`src/rtl/ahb_arb_pkg.sv`:
```
// Shared types and helpers for the AHB round-robin arbiter.
package ahb_arb_pkg;

  typedef enum logic [1:0] {
    IDLE   = 2'd0,
    LOCAL  = 2'd1,
    BREQ   = 2'd2,
    BRIDGE = 2'd3
  } arb_state_e;

  // Slave-select bits that, when set, route the transfer through the APB bridge.
  localparam logic [3:0] ARB_BRIDGE_MASK_DEF = 4'b1100;

  // A transfer completes only on a ready beat without an error response.
  function automatic logic tr_done(input logic hready_out, input logic hresp);
    return hready_out & ~hresp;
  endfunction

endpackage

```
`src/rtl/arb_pick.sv`:
```
// Winner picker: first requester at or after ptr, wrapping around.
// With ptr tied to zero this degenerates to lowest-index-wins.
module arb_pick #(
  parameter int NUM_MASTERS = 3
) (
  input  logic [NUM_MASTERS-1:0]         req,
  input  logic [$clog2(NUM_MASTERS)-1:0] ptr,
  output logic                           valid,
  output logic [$clog2(NUM_MASTERS)-1:0] idx
);

  localparam int IW = $clog2(NUM_MASTERS);

  int cand;

  // Scan offsets from the far end down so the smallest offset from ptr is the
  // last assignment and therefore the winner.
  always_comb begin
    valid = 1'b0;
    idx   = '0;
    cand  = 0;
    for (int k = NUM_MASTERS - 1; k >= 0; k--) begin
      cand = (int'(ptr) + k) % NUM_MASTERS;
      if (req[cand]) begin
        valid = 1'b1;
        idx   = IW'(cand);
      end
    end
  end

endmodule

```
`src/rtl/ahb_arbiter_rr.sv`:
```
// AHB bus arbiter with local-slave grants and an APB-bridge request/grant
// handshake, including a bridge-grant timeout.
// Build option ARB_ROUND_ROBIN_EN: round-robin picking from a rotating pointer;
// when undefined, fixed priority (lowest index wins) and no pointer register.
//
// state  | meaning
// IDLE   | no owner; outputs cleared; picking a winner among requesters
// LOCAL  | winner owns a local slave; waiting for transfer completion
// BREQ   | winner targets the bridge; hreqb raised, waiting for hgrantb
// BRIDGE | bridge granted; winner owns the bus until transfer completion
module ahb_arbiter_rr
  import ahb_arb_pkg::*;
#(
  parameter int               NUM_MASTERS = 3,
  parameter int               SEL_W       = 4,
  parameter logic [SEL_W-1:0] BRIDGE_MASK = SEL_W'(ARB_BRIDGE_MASK_DEF),
  parameter int               BRIDGE_TO   = 15
) (
  input  logic                           hclk,
  input  logic                           hresetn,
  input  logic [NUM_MASTERS-1:0]         hreq,
  input  logic [NUM_MASTERS*SEL_W-1:0]   sel_in,
  input  logic                           hready_out,
  input  logic                           hresp,
  input  logic                           hgrantb,
  output logic                           hreqb,
  output logic [NUM_MASTERS-1:0]         hgrant,
  output logic [SEL_W-1:0]               sel,
  output logic [$clog2(NUM_MASTERS)-1:0] hmaster,
  output logic                           bto_err
);

  localparam int IW    = $clog2(NUM_MASTERS);
  localparam int CNT_W = (BRIDGE_TO > 1) ? $clog2(BRIDGE_TO) : 1;
  localparam bit TO_EN = (BRIDGE_TO > 0);
  localparam logic [CNT_W-1:0] CNT_LAST = (BRIDGE_TO > 0) ? CNT_W'(BRIDGE_TO - 1) : '0;

  arb_state_e              state_q, state_d;
  logic [NUM_MASTERS-1:0]  hgrant_d;
  logic [SEL_W-1:0]        sel_d;
  logic [IW-1:0]           hmaster_d;
  logic                    hreqb_d;
  logic                    bto_err_d;
  logic [CNT_W-1:0]        cnt_q, cnt_d;

  logic                    pick_valid;
  logic [IW-1:0]           pick_idx;
  logic [IW-1:0]           pick_ptr;
  logic [SEL_W-1:0]        win_sel;
  logic                    xfer_done;

  assign xfer_done = tr_done(hready_out, hresp);
  assign win_sel   = sel_in[int'(pick_idx)*SEL_W +: SEL_W];

`ifdef ARB_ROUND_ROBIN_EN
  logic [IW-1:0] ptr_q, ptr_d;

  assign pick_ptr = ptr_q;

  // Advance past the owner only when its transfer completes; a timed-out
  // bridge request leaves the pointer alone so the same master keeps priority.
  always_comb begin
    ptr_d = ptr_q;
    if ((state_q == LOCAL || state_q == BRIDGE) && xfer_done) begin
      if (hmaster == IW'(NUM_MASTERS - 1)) ptr_d = '0;
      else                                 ptr_d = hmaster + IW'(1);
    end
  end

  // Round-robin pointer register.
  always_ff @(posedge hclk or negedge hresetn) begin
    if (!hresetn) ptr_q <= '0;
    else          ptr_q <= ptr_d;
  end
`else
  assign pick_ptr = '0;
`endif

  arb_pick #(
    .NUM_MASTERS (NUM_MASTERS)
  ) u_pick (
    .req   (hreq),
    .ptr   (pick_ptr),
    .valid (pick_valid),
    .idx   (pick_idx)
  );

  // Next-state and next-output logic; every path back to IDLE clears all outputs.
  always_comb begin
    state_d   = state_q;
    hgrant_d  = hgrant;
    sel_d     = sel;
    hmaster_d = hmaster;
    hreqb_d   = hreqb;
    bto_err_d = 1'b0;
    cnt_d     = cnt_q;

    case (state_q)
      IDLE: begin
        hgrant_d  = '0;
        sel_d     = '0;
        hmaster_d = '0;
        hreqb_d   = 1'b0;
        cnt_d     = '0;
        if (pick_valid) begin
          sel_d     = win_sel;
          hmaster_d = pick_idx;
          if ((win_sel & BRIDGE_MASK) == '0) begin
            state_d  = LOCAL;
            hgrant_d = NUM_MASTERS'(1) << pick_idx;
          end else begin
            state_d = BREQ;
            hreqb_d = 1'b1;
          end
        end
      end

      LOCAL: begin
        if (xfer_done) begin
          state_d   = IDLE;
          hgrant_d  = '0;
          sel_d     = '0;
          hmaster_d = '0;
        end
      end

      BREQ: begin
        if (hgrantb) begin
          state_d  = BRIDGE;
          hgrant_d = NUM_MASTERS'(1) << hmaster;
        end else if (TO_EN && cnt_q == CNT_LAST) begin
          state_d   = IDLE;
          hreqb_d   = 1'b0;
          sel_d     = '0;
          hmaster_d = '0;
          cnt_d     = '0;
          bto_err_d = 1'b1;
        end else begin
          cnt_d = cnt_q + CNT_W'(1);
        end
      end

      BRIDGE: begin
        if (xfer_done) begin
          state_d   = IDLE;
          hgrant_d  = '0;
          sel_d     = '0;
          hmaster_d = '0;
          hreqb_d   = 1'b0;
          cnt_d     = '0;
        end
      end

      default: begin
        state_d   = IDLE;
        hgrant_d  = '0;
        sel_d     = '0;
        hmaster_d = '0;
        hreqb_d   = 1'b0;
        cnt_d     = '0;
      end
    endcase
  end

  // State, wait counter and registered outputs.
  always_ff @(posedge hclk or negedge hresetn) begin
    if (!hresetn) begin
      state_q <= IDLE;
      hgrant  <= '0;
      sel     <= '0;
      hmaster <= '0;
      hreqb   <= 1'b0;
      bto_err <= 1'b0;
      cnt_q   <= '0;
    end else begin
      state_q <= state_d;
      hgrant  <= hgrant_d;
      sel     <= sel_d;
      hmaster <= hmaster_d;
      hreqb   <= hreqb_d;
      bto_err <= bto_err_d;
      cnt_q   <= cnt_d;
    end
  end

endmodule

```
`config.mk`:
```
export PLATFORM = sky130hd
export DESIGN_NAME = ahb_arbiter_rr
export DESIGN_NICKNAME = d
export VERILOG_FILES = /design/src/rtl/ahb_arb_pkg.sv /design/src/rtl/arb_pick.sv /design/src/rtl/ahb_arbiter_rr.sv
export SDC_FILE = /design/constraint.sdc
export NUM_CORES = 1
export LEC_CHECK = 0
export BUFFER_PORTS_ARGS = -buffer_cell sky130_fd_sc_hd__buf_2
export CAP_MARGIN = 10
export CORE_MARGIN = 2
export CORE_UTILIZATION = 45
export CTS_CLUSTER_SIZE = 28
export DETAILED_ROUTE_END_ITERATION = 7
export GPL_ROUTABILITY_DRIVEN = 0
export MAX_ROUTING_LAYER = met4
export PLACE_DENSITY = 0.73
export SLEW_MARGIN = 10
export SYNTH_ARGS = -nofsm -noshare
export SYNTH_HDL_FRONTEND = slang
export SYNTH_SLANG_ARGS = --single-unit
export TNS_END_PERCENT = 10
```
`constraint.sdc`:
```
create_clock -name hclk -period 3.8 [get_ports hclk]
set_clock_uncertainty 0.05 [all_clocks]
set_input_delay 0.57 -clock hclk [delete_from_list [all_inputs] [get_ports hclk]]
set_output_delay 0.57 -clock hclk [all_outputs]
set_load 0.03 [all_outputs]
```
==> results of run 1 <==
final cells by class:
cell class                      instances  share of cell area
Sequential cell                        17               0.362
Inverter                                6              0.0191
Timing Repair Buffer                   30               0.128
Tap cell                               28              0.0298
Multi-Input combinational cell         78               0.439
Clock buffer                            4              0.0223
worst paths after layout:
kind | from | endpoint | slack (ns) | cells after the start
worst max-delay path | cnt_q[0] | sel[3] | 2.05 | 6
worst min-delay path | hresetn | state_q[0] | 0.14 | 1
worst max register to register | cnt_q[0] | sel[3] | 2.05 | 6
worst min register to register | sel[1] | sel[1] | 0.43 | 2
max in group asynchronous | hresetn | hreqb | 3.29 | 1
min in group hclk | sel[1] | sel[1] | 0.43 | 2
per-layer routing:
layer | up-vias | track usage | wire, um
li1 | 440 | - | -
met5 | - | - | 0
met2 | 23 | 0.348 | 1090
met1 | 422 | 0.223 | 909
met3 | 2 | 0.0263 | 90
met4 | 0 | 0.0811 | 20
logic make-up after synthesis:
| group | share of synthesized area |
|---|---|
| compound gates | 0.253 |
| simple gates | 0.219 |
| mux | 0.0200 |
| buf+inv | 0.0576 |
| fa+ha+maj | 0.0250 |
| flops | 0.426 |
cells in the mapped netlist, types with 2 or more instances:
master and number:
dfrtp_1 17, nand2_1 10, nor2_1 9, o21ai_1 8, a21oi_1 6, inv_1 5, nand2b_1 5, o22ai_1 5
nand3_1 4, o31ai_1 4, nor3_1 3, a21oi_2 2, buf_6 2, ha_1 2, mux2i_1 2
registers in the layout, indices dropped and copies added, names as in the netlist:
signal   cells
hmaster      2
bto_err      1
state_q      2
hreqb        1
hgrant       3
cnt_q        4
sel          4
report_power, final:
group	switching [W]	internal (W)
sequential	0.0000512	0.000239
combinational	0.000220	0.000114
clock	0.0000530	0.0000407
stage by stage:
step / cell area (um^2) / std cells / util / setup WS (ns)
finish: 1180 / 163 / 0.547 / 2.05
global route: 1180 / 163 / 0.547 / 1.86
CTS: 1180 / 163 / 0.547 / 2.04
detailed placement: 1150 / 159 / 0.535 / 1.95
global placement: 1150 / 159 / 0.535 / 1.98
floorplan: 1000 / 105 / - / 2.05
==> results.ini, run 1 <==
[outcome]
status = finished, final reports clean

[timing]
rsz0062_at_grt = false
period_needed_ns = 1.75
finalHoldViolations = 0
max_freq_mhz = 571
period_share = 0.461
finalMaxSlewViolations = 0
whs_ns = 0.140
worstMarginPinSlew_ns = 0.583
maxSlewHeadroom = 0.612
setup_tns_ns = 0
report.final.setup_viol = 0

[cells_and_area]
multiInputGateArea_um2 = 517
n_antenna_cell = 0
fillerInstances = 215
layout-drive-gt1-share = 0.304
final_common_cell = buf_2
areaGrowthSynthToFinish_pct = 17.6
final_cell_mix = buf_2, dfrtp_1, nand2_1, nor2_1, o21ai_1
seqCellArea_um2 = 425
layout.nets = 158

[cts]
hold_buffers = 0
clkLatencyLatePin_ns = 0.28
cts-htree-levels = 1
cts_made_buffers = 3
cts_setup_buffers = 0
clkSinkCount = 17
cts_tree = built
ctsResizeCount = 0
clk_pin_slew_worst_paths_ns = 0.10
root_buffer = clkbuf_4
clock_path_buffers = 2

[critical_path]
startpoint_type = flip-flop
crit_fanout = 7
criticalPathCategory = reg2reg
worstPathRequired_ns = 3.94
worstSetupEndpointType = flip-flop
crit_slowest_cell = o2bb2ai_1
worstPathBufferInverterCount = 1
critPathMaxStageDelay_ns = 0.47
worstPathCellList = inv_1 > ha_1 > and4b_1 > o2bb2ai_1 > nand2_1 > o31ai_1
cp_top_family = compound AO/OA/AOI/OAI gates
cp.arrival_ns = 1.89

[synth]
synth_area_leader_cell = dfrtp_1
async_flop_share = 1.00
syn-instance-count = 105
ys_types = 36
syn-num-nets = 127
yosysSeqAreaShare = 0.426
synth_ff_type = dfrtp_1
synth_top_area_frac = 0.426
synth_area_per_cell_um2 = 9.52
ys_warn_count = 0
synth.area.top_cells = dfrtp_1, o21ai_1, nand2_1
synth-edff-count = 0
ys_ff_latch = 17
syn_area_um2 = 1000

[floorplan]
rows = 17
io_pins = 31
dieHeight_um = 51.1
start_util = 0.465
die_area_um2 = 2610
core_um2 = 2150
die_w_um = 51.1

[global_routing]
grt_overflow_total = 0
grt_pass1_vias = 856
grt_max_degree = 18
antenna_found_initial = 0
grt_pass1_wl_um = 3690
grt_use_total = 0.197

[routing]
route.antenna.remaining_nets = 0
dr.pass1.iters = 4
drc = 0
drtIter0Drc = 11
via_per_inst = 5.44
post_drt_wl_per_cell_um = 12.9
wl_um = 2110
num_vias = 887

[job]
max_cap_viol_count = 0

[power_and_ir_drop]
power_density_nw_per_um2 = 610
p_leak_nw = 0.556
power_w = 0.000717
peakVddDrop_uv = 381

[hold_path]
hold_class = in2async

[place]
port_buffers = 30
place_hpwl_um = 1730

(Power assumes the default switching activity.)
==> run 2, diff against run 1 <==
--- a/config.mk
+++ b/config.mk
@@ -5,6 +5,7 @@
 export SDC_FILE = /design/constraint.sdc
 export NUM_CORES = 1
 export LEC_CHECK = 0
+export ABC_AREA = 1
 export BUFFER_PORTS_ARGS = -buffer_cell sky130_fd_sc_hd__buf_2
 export CAP_MARGIN = 10
 export CORE_MARGIN = 2
==> constraint.sdc (replaced) <==
create_clock -name hclk -period 1.8 [get_ports hclk]
set_clock_uncertainty 0.05 [all_clocks]
set_input_delay 0.27 -clock hclk [delete_from_list [all_inputs] [get_ports hclk]]
set_output_delay 0.27 -clock hclk [all_outputs]
set_load 0.03 [all_outputs]
==> run 2 against run 1 <==
Compared with the run above:
- global-route usage decreased by 0.23 points
- sequential share of layout area decreased by 0.23 points
- area after synthesis decreased by 3.6%
- critical endpoint is now state_q[0]
==> results.ini, run 2 <==
[cells_and_area]
fin_area_um2 = 1180  ; about the same
layout.nets = 180  ; was 158
areaGrowthSynthToFinish_pct = 22.9  ; was 17.6%
n_antenna_cell = 0  ; unchanged
layout-drive-gt1-share = 0.274  ; was 0.304
largestRegisters = cnt_q (4), sel (4), hgrant (3)  ; unchanged
final_cell_mix = nand2_1, buf_2, dfrtp_1, inv_1, nand3_1  ; was buf_2, dfrtp_1, nand2_1, nor2_1, o21ai_1
final_common_cell = nand2_1  ; was buf_2

[global_routing]
grt_pass1_vias = 871  ; was 856
grt_max_degree = 18  ; unchanged
grt_use_total = 0.195  ; was 0.197
antenna_found_initial = 0  ; unchanged
grt_pass1_wl_um = 3640  ; was 3690 um
grt_overflow_total = 0  ; unchanged

[synth]
ys_types = 23  ; was 36
synth_common_cells = nand2_1, dfrtp_1, inv_1  ; was dfrtp_1, nand2_1, nor2_1
ys_ff_latch = 17  ; unchanged
yosysSeqAreaShare = 0.442  ; was 0.426
synth_ff_type = dfrtp_1  ; unchanged
synth_area_per_cell_um2 = 7.90  ; was 9.52 um^2
synthMostInstantiatedCell = nand2_1  ; was dfrtp_1
synth-edff-count = 0  ; unchanged
synth_top_area_frac = 0.442  ; was 0.426
ys_warn_count = 0  ; unchanged
async_flop_share = 1.00  ; unchanged
synth_area_leader_cell = dfrtp_1  ; unchanged
synth.area.top_cells = dfrtp_1, nand2_1, nand3_1  ; was dfrtp_1, o21ai_1, nand2_1
syn-instance-count = 122  ; was 105
syn_area_um2 = 963  ; was 1000 um^2
syn-num-nets = 144  ; was 127

[critical_path]
rr_startpoint = cnt_q[0]  ; unchanged
r2r-end = state_q[0]  ; was sel[3]
startpoint_type = flip-flop  ; unchanged
critPathMaxStageDelay_ns = 0.41  ; was 0.47 ns
cp_top_family = simple AND/OR/NAND/NOR gates  ; was compound AO/OA/AOI/OAI gates
worstSetupEndpointType = flip-flop  ; unchanged
crit_slowest_cell = dfrtp_1  ; was o2bb2ai_1
worstPathBufferInverterCount = 1  ; unchanged
crit_fanout = 6  ; was 7
worstPathRequired_ns = 1.92  ; was 3.94 ns
rr_worst_depth = 7  ; was 6
criticalPathCategory = reg2reg  ; unchanged
reg2reg_slack_ns = 0.31  ; was 2.05 ns
worstPathCellList = inv_1 > ha_1 > nand3_1 > nand2_1 > nand3_2 > nor2_1 > a22oi_1  ; was inv_1 > ha_1 > and4b_1 > o2bb2ai_1 > nand2_1 > o31ai_1
cp.arrival_ns = 1.61  ; was 1.89 ns

[cts]
cts_tree = built  ; unchanged
clock_path_buffers = 2  ; unchanged
clk_pin_slew_worst_paths_ns = 0.10  ; about the same
clkSinkCount = 17  ; unchanged
cts_setup_buffers = 0  ; unchanged
cts_made_buffers = 3  ; unchanged
cts-htree-levels = 1  ; unchanged
clkLatencyLatePin_ns = 0.29  ; was 0.28 ns
ctsResizeCount = 0  ; unchanged
root_buffer = clkbuf_4  ; unchanged

[timing]
finalMaxSlewViolations = 0  ; unchanged
rsz0062_at_grt = false  ; unchanged
finalHoldViolations = 0  ; unchanged
period_needed_ns = 1.49  ; was 1.75 ns
worstMarginPinSlew_ns = 0.373  ; was 0.583 ns
report.final.setup_viol = 0  ; unchanged
whs_ns = 0.229  ; was 0.140 ns
maxSlewHeadroom = 0.751  ; was 0.612
setup_tns_ns = 0  ; unchanged
period_share = 0.830  ; was 0.461
max_freq_mhz = 669  ; was 571 MHz

[routing]
post_drt_wl_per_cell_um = 11.0  ; was 12.9 um
drtIter0Drc = 19  ; was 11
route.antenna.remaining_nets = 0  ; unchanged
wl_um = 2030  ; was 2110 um
via_per_inst = 4.89  ; was 5.44
drc = 0  ; unchanged
num_vias = 900  ; was 887
dr.pass1.iters = 4  ; unchanged

[floorplan]
io_pins = 31  ; unchanged
dieHeight_um = 50.3  ; was 51.1 um
die_area_um2 = 2530  ; was 2610 um^2
core_um2 = 1980  ; was 2150 um^2
die_w_um = 50.3  ; was 51.1 um
start_util = 0.486  ; was 0.465
rows = 16  ; was 17

[power_and_ir_drop]
peakVddDrop_uv = 842  ; was 381 uV
power_density_nw_per_um2 = 1510  ; was 610 nW/um^2
p_sw_frac = 0.490  ; was 0.452
power.switching_w = 0.000879  ; was 0.000324 W
p_leak_nw = 0.657  ; was 0.556 nW
pwr-share-clk = 0.115  ; was 0.131
intPower_w = 0.000913  ; was 0.000393 W
p_comb_frac = 0.533  ; was 0.465
p_seq_frac = 0.352  ; was 0.404

[place]
port_buffers = 30  ; unchanged
place_hpwl_um = 1610  ; was 1730 um
placed_area_um2 = 1150  ; about the same

[hold_path]
holdPathStages = 3
min_to = hgrant[0]
hp-start = hreq[0]
hold_class = in2reg  ; was in2async

[job]
max_cap_viol_count = 0  ; unchanged

[outcome]
status = finished, final reports clean  ; unchanged

[run 2: cell families after synthesis]
group / count (synthesis) / synth area share
adder cells (fa/ha/maj): 2 / 0.0260
XOR/XNOR: 2 / 0.0182
AO/OA/AOI/OAI: 19 / 0.125
buffers and inverters: 19 / 0.0740
flip-flops: 17 / 0.442
AND/OR/NAND/NOR: 63 / 0.316
[run 2: final cells by class]
type	instances	area (um^2)
fill	196	798
multi-input combinational	86	467
sequential	17	425
timing repair buffer	31	160
inverter	19	71.3
tap	27	33.8
clock buffer	4	26.3
[run 2: metrics by stage]
stage	setup slack, ns	cells	util	power (W)
2_1_floorplan	0.463	122	-	0.00135
3_3_place_gp	0.391	179	0.579	0.00157
3_5_place_dp	0.322	179	0.579	0.00160
4_1_cts	0.293	184	0.597	0.00181
5_1_grt	0.116	184	0.597	0.00195
6_report	0.306	184	0.597	0.00179
[run 2: power by group through the flow]
stage               sequential [W]  clock, W  combinational (W)
floorplan                 0.000816         0           0.000532
global placement          0.000632         0           0.000935
detailed placement        0.000642         0           0.000955
CTS                       0.000633  0.000214           0.000964
global route              0.000657  0.000230            0.00107
finish                    0.000631  0.000205           0.000955
[run 2: timing repair]
item / 4_1_cts / 5_1_grt
setup endpoints to repair: 0 / 0
endpoints found under the hold margin: 17 / 0
hold buffers: 1 / 0
[run 2: worst max-delay path by stage]
stage	startpoint	end	slack, ns	depth (start not counted)
6_report	cnt_q[0]	state_q[0]	0.31	7
3_3_place_gp	cnt_q[0]	state_q[0]	0.39	7
3_5_place_dp	cnt_q[0]	state_q[1]	0.32	7
2_1_floorplan	cnt_q[0]	state_q[0]	0.46	7
5_1_grt	cnt_q[0]	state_q[1]	0.12	7
4_1_cts	cnt_q[0]	state_q[1]	0.29	7
[run 2: tightest hold or removal path: cells and delay by family]
family | cells | cell delay [ns]
compound gates | 1 | 0.06
buf+inv | 1 | 0.11
simple gates | 1 | 0.09
[run 2: routing by layer]
| metal | vias to the layer above | track usage | wire [um] |
|---|---|---|---|
| li1 | 469 | - | - |
| met1 | 401 | 0.253 | 947 |
| met2 | 24 | 0.294 | 921 |
| met3 | 6 | 0.0417 | 102 |
| met4 | 0 | 0.0833 | 55 |
| met5 | - | - | 0 |
